==> src/rtl/mem_dumper.sv <==
// ---------------------------------------------------------------------------
// mem_dumper
//   Walks a 32-bit data memory from word 0 to word DEPTH-1 after a rising
//   edge on dump_req, and presents every word (optionally dropping words that
//   read as zero) on a valid/ready output stream together with its byte
//   address. Each word costs one READ, one WAIT and at least one SEND cycle.
//
// Ports
//   clk          sole clock, rising edge
//   rst          synchronous active-high reset
//   dump_req     level request; a 0->1 transition seen in IDLE starts a dump
//   mem_rd_en    read strobe to the data memory (READ state only)
//   mem_rd_addr  word address of the read
//   mem_rd_data  read data, valid one cycle after mem_rd_en
//   out_valid    presented word is valid (SEND state only)
//   out_ready    sink accepts the presented word
//   out_addr     byte address of the presented word
//   out_data     presented word
//   busy         high whenever the walker is not in IDLE
//   done         one-cycle pulse when the dump completes
// ---------------------------------------------------------------------------
module mem_dumper #(
  parameter int DEPTH     = 1024,
  parameter int ADDR_W    = 10,
  parameter bit SKIP_ZERO = 1'b0
) (
  input  logic              clk,
  input  logic              rst,
  input  logic              dump_req,
  output logic              mem_rd_en,
  output logic [ADDR_W-1:0] mem_rd_addr,
  input  logic [31:0]       mem_rd_data,
  output logic              out_valid,
  input  logic              out_ready,
  output logic [ADDR_W+1:0] out_addr,
  output logic [31:0]       out_data,
  output logic              busy,
  output logic              done
);

  localparam logic [2:0] IDLE = 3'd0;
  localparam logic [2:0] READ = 3'd1;
  localparam logic [2:0] WAIT = 3'd2;
  localparam logic [2:0] SEND = 3'd3;
  localparam logic [2:0] DONE = 3'd4;

  localparam logic [ADDR_W-1:0] LAST_WORD = ADDR_W'(DEPTH - 1);

  logic [2:0]        state;
  logic [ADDR_W-1:0] count;
  logic              req_q;
  logic              start;
  logic              is_last;
  logic              drop_word;

  // A dump starts only on a fresh 0->1 of dump_req while idle; a level held
  // high from a previous dump never retriggers.
  assign start     = (state == IDLE) && dump_req && !req_q;
  assign is_last   = (count == LAST_WORD);
  assign drop_word = SKIP_ZERO && (mem_rd_data == 32'h0000_0000);

  // Walker state, word counter and the captured output word. The counter
  // stops at the terminal word instead of wrapping, so the terminal test in
  // WAIT/SEND is what ends the dump.
  always_ff @(posedge clk) begin
    if (rst) begin
      state    <= IDLE;
      count    <= '0;
      req_q    <= 1'b0;
      out_addr <= '0;
      out_data <= '0;
    end else begin
      req_q <= dump_req;
      case (state)
        IDLE: begin
          if (start) begin
            count <= '0;
            state <= READ;
          end
        end
        READ: begin
          state <= WAIT;
        end
        WAIT: begin
          out_data <= mem_rd_data;
          out_addr <= {count, 2'b00};
          if (drop_word) begin
            if (is_last) begin
              state <= DONE;
            end else begin
              count <= count + 1'b1;
              state <= READ;
            end
          end else begin
            state <= SEND;
          end
        end
        SEND: begin
          if (out_ready) begin
            if (is_last) begin
              state <= DONE;
            end else begin
              count <= count + 1'b1;
              state <= READ;
            end
          end
        end
        DONE: begin
          state <= IDLE;
        end
        default: begin
          state <= IDLE;
        end
      endcase
    end
  end

  // Strobes are pure state decodes; the read address simply tracks the
  // counter, which is only meaningful while mem_rd_en is high.
  assign mem_rd_en   = (state == READ);
  assign mem_rd_addr = count;
  assign out_valid   = (state == SEND);
  assign busy        = (state != IDLE);
  assign done        = (state == DONE);

endmodule

==> config.mk <==
export PLATFORM = sky130hd
export DESIGN_NAME = mem_dumper
export DESIGN_NICKNAME = d
export VERILOG_FILES = /design/src/rtl/mem_dumper.sv
export SDC_FILE = /design/constraint.sdc
export NUM_CORES = 1
export LEC_CHECK = 0
export CAP_MARGIN = 20
export CORE_MARGIN = 3
export CORE_UTILIZATION = 40
export CTS_BUF_LIST = sky130_fd_sc_hd__clkbuf_2 sky130_fd_sc_hd__clkbuf_4 sky130_fd_sc_hd__clkbuf_8
export DETAILED_ROUTE_END_ITERATION = 8
export GPL_TIMING_DRIVEN = 0
export PLACE_DENSITY_LB_ADDON = 0.05
export SYNTH_ARGS = -nofsm -noshare
export SYNTH_HDL_FRONTEND = slang
export SYNTH_SLANG_ARGS = --single-unit
export TNS_END_PERCENT = 50
==> constraint.sdc <==
create_clock -name clk -period 1.8 [get_ports clk]
set_input_delay 0.18 -clock clk [delete_from_list [all_inputs] [get_ports clk]]
set_output_delay 0.18 -clock clk [all_outputs]
set_load 0.02 [all_outputs]
==> out/metrics.csv <==
metric,value,unit
Least-Margin Pin Slew,0.502,ns
Crit-path slowest cell,or4_1,
largest cells by area after synthesis,"dfxtp_1 49%, nand2_1 15%, a21oi_1 11%",
HP Class,input pin to register,
first-pass GRT wire length,10.0,mm
final setup violation count,0,
minimum clock period after layout,1.75,ns
register-to-register setup slack,0.05,ns
Starting Density,42.8,%
total power draw,0.00265,W
core area,5300,um2
clk_lat worst skew,0.31,ns
sequential element share of the synthesized area,49.4,%
H-Tree Depth,2,
FF-to-FF Start,mem_rd_addr[0],
vias per cell,4.94,
clock buffer depth,2,
"area leader, netlist",dfxtp_1,
Switching Power,0.000692,W
yosys warns,0,
Switching Share,26.1,%
most frequent cells after synthesis,"90 x nand2_1, 56 x dfxtp_1, 48 x a21oi_1",
Min-Delay Path Depth,2,
hold path start,rst,
# diodes,0,
kind of critical path,register to register,
layout cell share with drive strength beyond 1,10.7,%
Max rail drop VDD,0.537,mV
Power Density,773,nW/um2
Final period util,97.2,%
GRT Total Usage,19.3,%
buffer count from post-CTS setup fixing,0,
Gate power share,19.4,%
Final Wtd Congestion,0.828,
Cell variety after synth,40,
DRC Markers,0,
Root Driver,clkbuf_8,
status,"finished, final reports clean",
post-detailed-routing wire length,6.08,mm
Detailed Place HPWL,4.32,mm
"EDFF count, synth",0,
CP Max Fanout,10,
die area,6610,um2
internal power,0.00196,W
Worst Path Required,2.05,ns
CP Cell Sequence,ha_4 -> and4_4 -> buf_6 -> and4_4 -> buf_6 -> or4_1 -> a21boi_1,
vias in the first global route,2126,
number of port buffers,90,
# Max-Cap Violations,0,
Routed Antenna Nets,0,
Worst path max stage delay,0.40,ns
path depth of the worst reg2reg path,7,
DR iter-0 viols,123,
Peak Freq,0.571,GHz
TritonRoute pass-1 iters,4,
asr flop ratio synth,0,%
"CTS clk-pin slew, worst paths",0.10,ns
I/O Pins,94,
Synth Flop Type,dfxtp_1,
Vias,2200,
Critical Path End Type,register,
Leakage,1.24,nW
Worst Path Arrival,2.00,ns
Chip Height,81.3,um
CTS tree,yes,
family with the most delay on the worst path,simple AND/OR/NAND/NOR gates,
Worst Hold Path EP,mem_rd_addr[3],
"Cell Area, Synth",2270,um2
worst path bufs/invs,2,
max-slew violation count,0,
dpl cell area,3270,um2
Reg2Reg Capture Point,mem_rd_addr[7],
sequential share of power,49.8,%
TritonCTS Sinks,56,
largest net degree at the start of global routing,17,
post-synthesis register bit count,56,
Area Growth Syn to Fin,51.2,%
GR Overflow Total,0,
Clk network pwr share,30.8,%
unrepaired setup endpoints after global routing,true,
startpoint types,register,
Synth top area share,49.4,%
Num CTS Buffers,5,
Routed WL per cell,13.7,um
most common cell in the netlist,nand2_1,
initial antenna violation count,0,
row cnt,26,
"Avg Cell Area, Syn",8.19,um2
cells after synthesis,277,
hold buffer count at cts,0,
Die W,81.3,um
Worst Skew,0.00832,ns
post-route cell area,3430,um2
relative max-transition margin,66.5,%
nets,411,
final count of hold timing violations,0,
==> power by group through the flow <==
stage	combinational [W]	clock [W]	sequential, W
2_1_floorplan	0.000204	0	0.00141
3_3_place_gp	0.000500	0	0.00135
3_5_place_dp	0.000504	0	0.00135
4_1_cts	0.000512	0.000843	0.00132
5_1_grt	0.000567	0.000885	0.00133
6_report	0.000515	0.000818	0.00132
==> flip-flops by register name, indices dropped and copies added (netlist names) <==
register / flops
req_q: 1
state: 3
out_data: 32
out_addr: 10
mem_rd_addr: 10
==> routing by layer <==
layer,vias to the layer above,global-route usage [%],wire length [um]
met1,981,25.2,2710
met5,-,0,0
met2,77,30.2,2760
met3,4,7.10,578
li1,1138,-,-
met4,0,4.90,38
==> worst max-delay path by stage <==
stage,startpoint,endpoint,cells past startpoint
CTS,state[1],out_data[29],6
finish,mem_rd_addr[0],mem_rd_addr[7],7
global placement,dump_req,mem_rd_addr[5],6
detailed placement,dump_req,mem_rd_addr[6],6
floorplan,mem_rd_addr[0],mem_rd_addr[7],7
global route,state[1],mem_rd_addr[4],6
==> cell type report <==
cell class                 instances  area (um2)
fill                             478        1870
sequential                        56        1130
multi-input combinational        196        1060
timing repair buffer              90         896
buffer                            22         139
tap                               70        87.6
clock buffer                       6        76.3
clock inverter                     2        35.0
inverter                           3        11.3
==> kinds of logic (layout without fill, tap and decap cells) <==
family / Yosys count / after routing / synth area share [%]
fa+ha+maj: 1 / 1 / 0.551
flops: 56 / 56 / 49.4
buf+inv: 26 / 123 / 5.79
compound gates: 71 / 71 / 18.8
simple gates: 122 / 122 / 25.3
other cells: 1 / 2 / 0.165
==> what timing repair did <==
| action | 4_1_cts | 5_1_grt |
|---|---|---|
| resized for setup | 17 | 14 |
| endpoints found under the setup margin | 46 | 46 |
| pin swaps | 3 | 0 |
==> placed cells by master (no fill, tap or decap), types with 3 or more instances in the layout <==
cell and count:
nand2_1 90, clkdlybuf4s50_1 86, dfxtp_1 54, a21oi_1 48, clkbuf_4 6, clkbuf_1 5, o41ai_1 5, clkbuf_8 5
buf_4 4, and2_1 4, clkbuf_2 4, o311ai_1 4, dlygate4sd2_1 4, nor2_1 3, o31ai_1 3, nand4_1 3
nand3_1 3
==> stage by stage <==
stage / hold WS [ns] / instances / TNS [ns] / utilization (%) / worst slack, ns
after floorplan: 0.308 / 278 / 0 / - / 0.00348
after global placement: 0.441 / 438 / -0.923 / 61.6 / -0.0465
after detailed placement: 0.446 / 438 / -1.91 / 61.6 / -0.0944
after CTS: 0.138 / 446 / 0 / 64.3 / 0.00633
after global routing: 0.144 / 445 / -0.0557 / 64.7 / -0.0262
final: 0.151 / 445 / 0 / 64.7 / 0.0497
(Power assumes the default switching activity.)
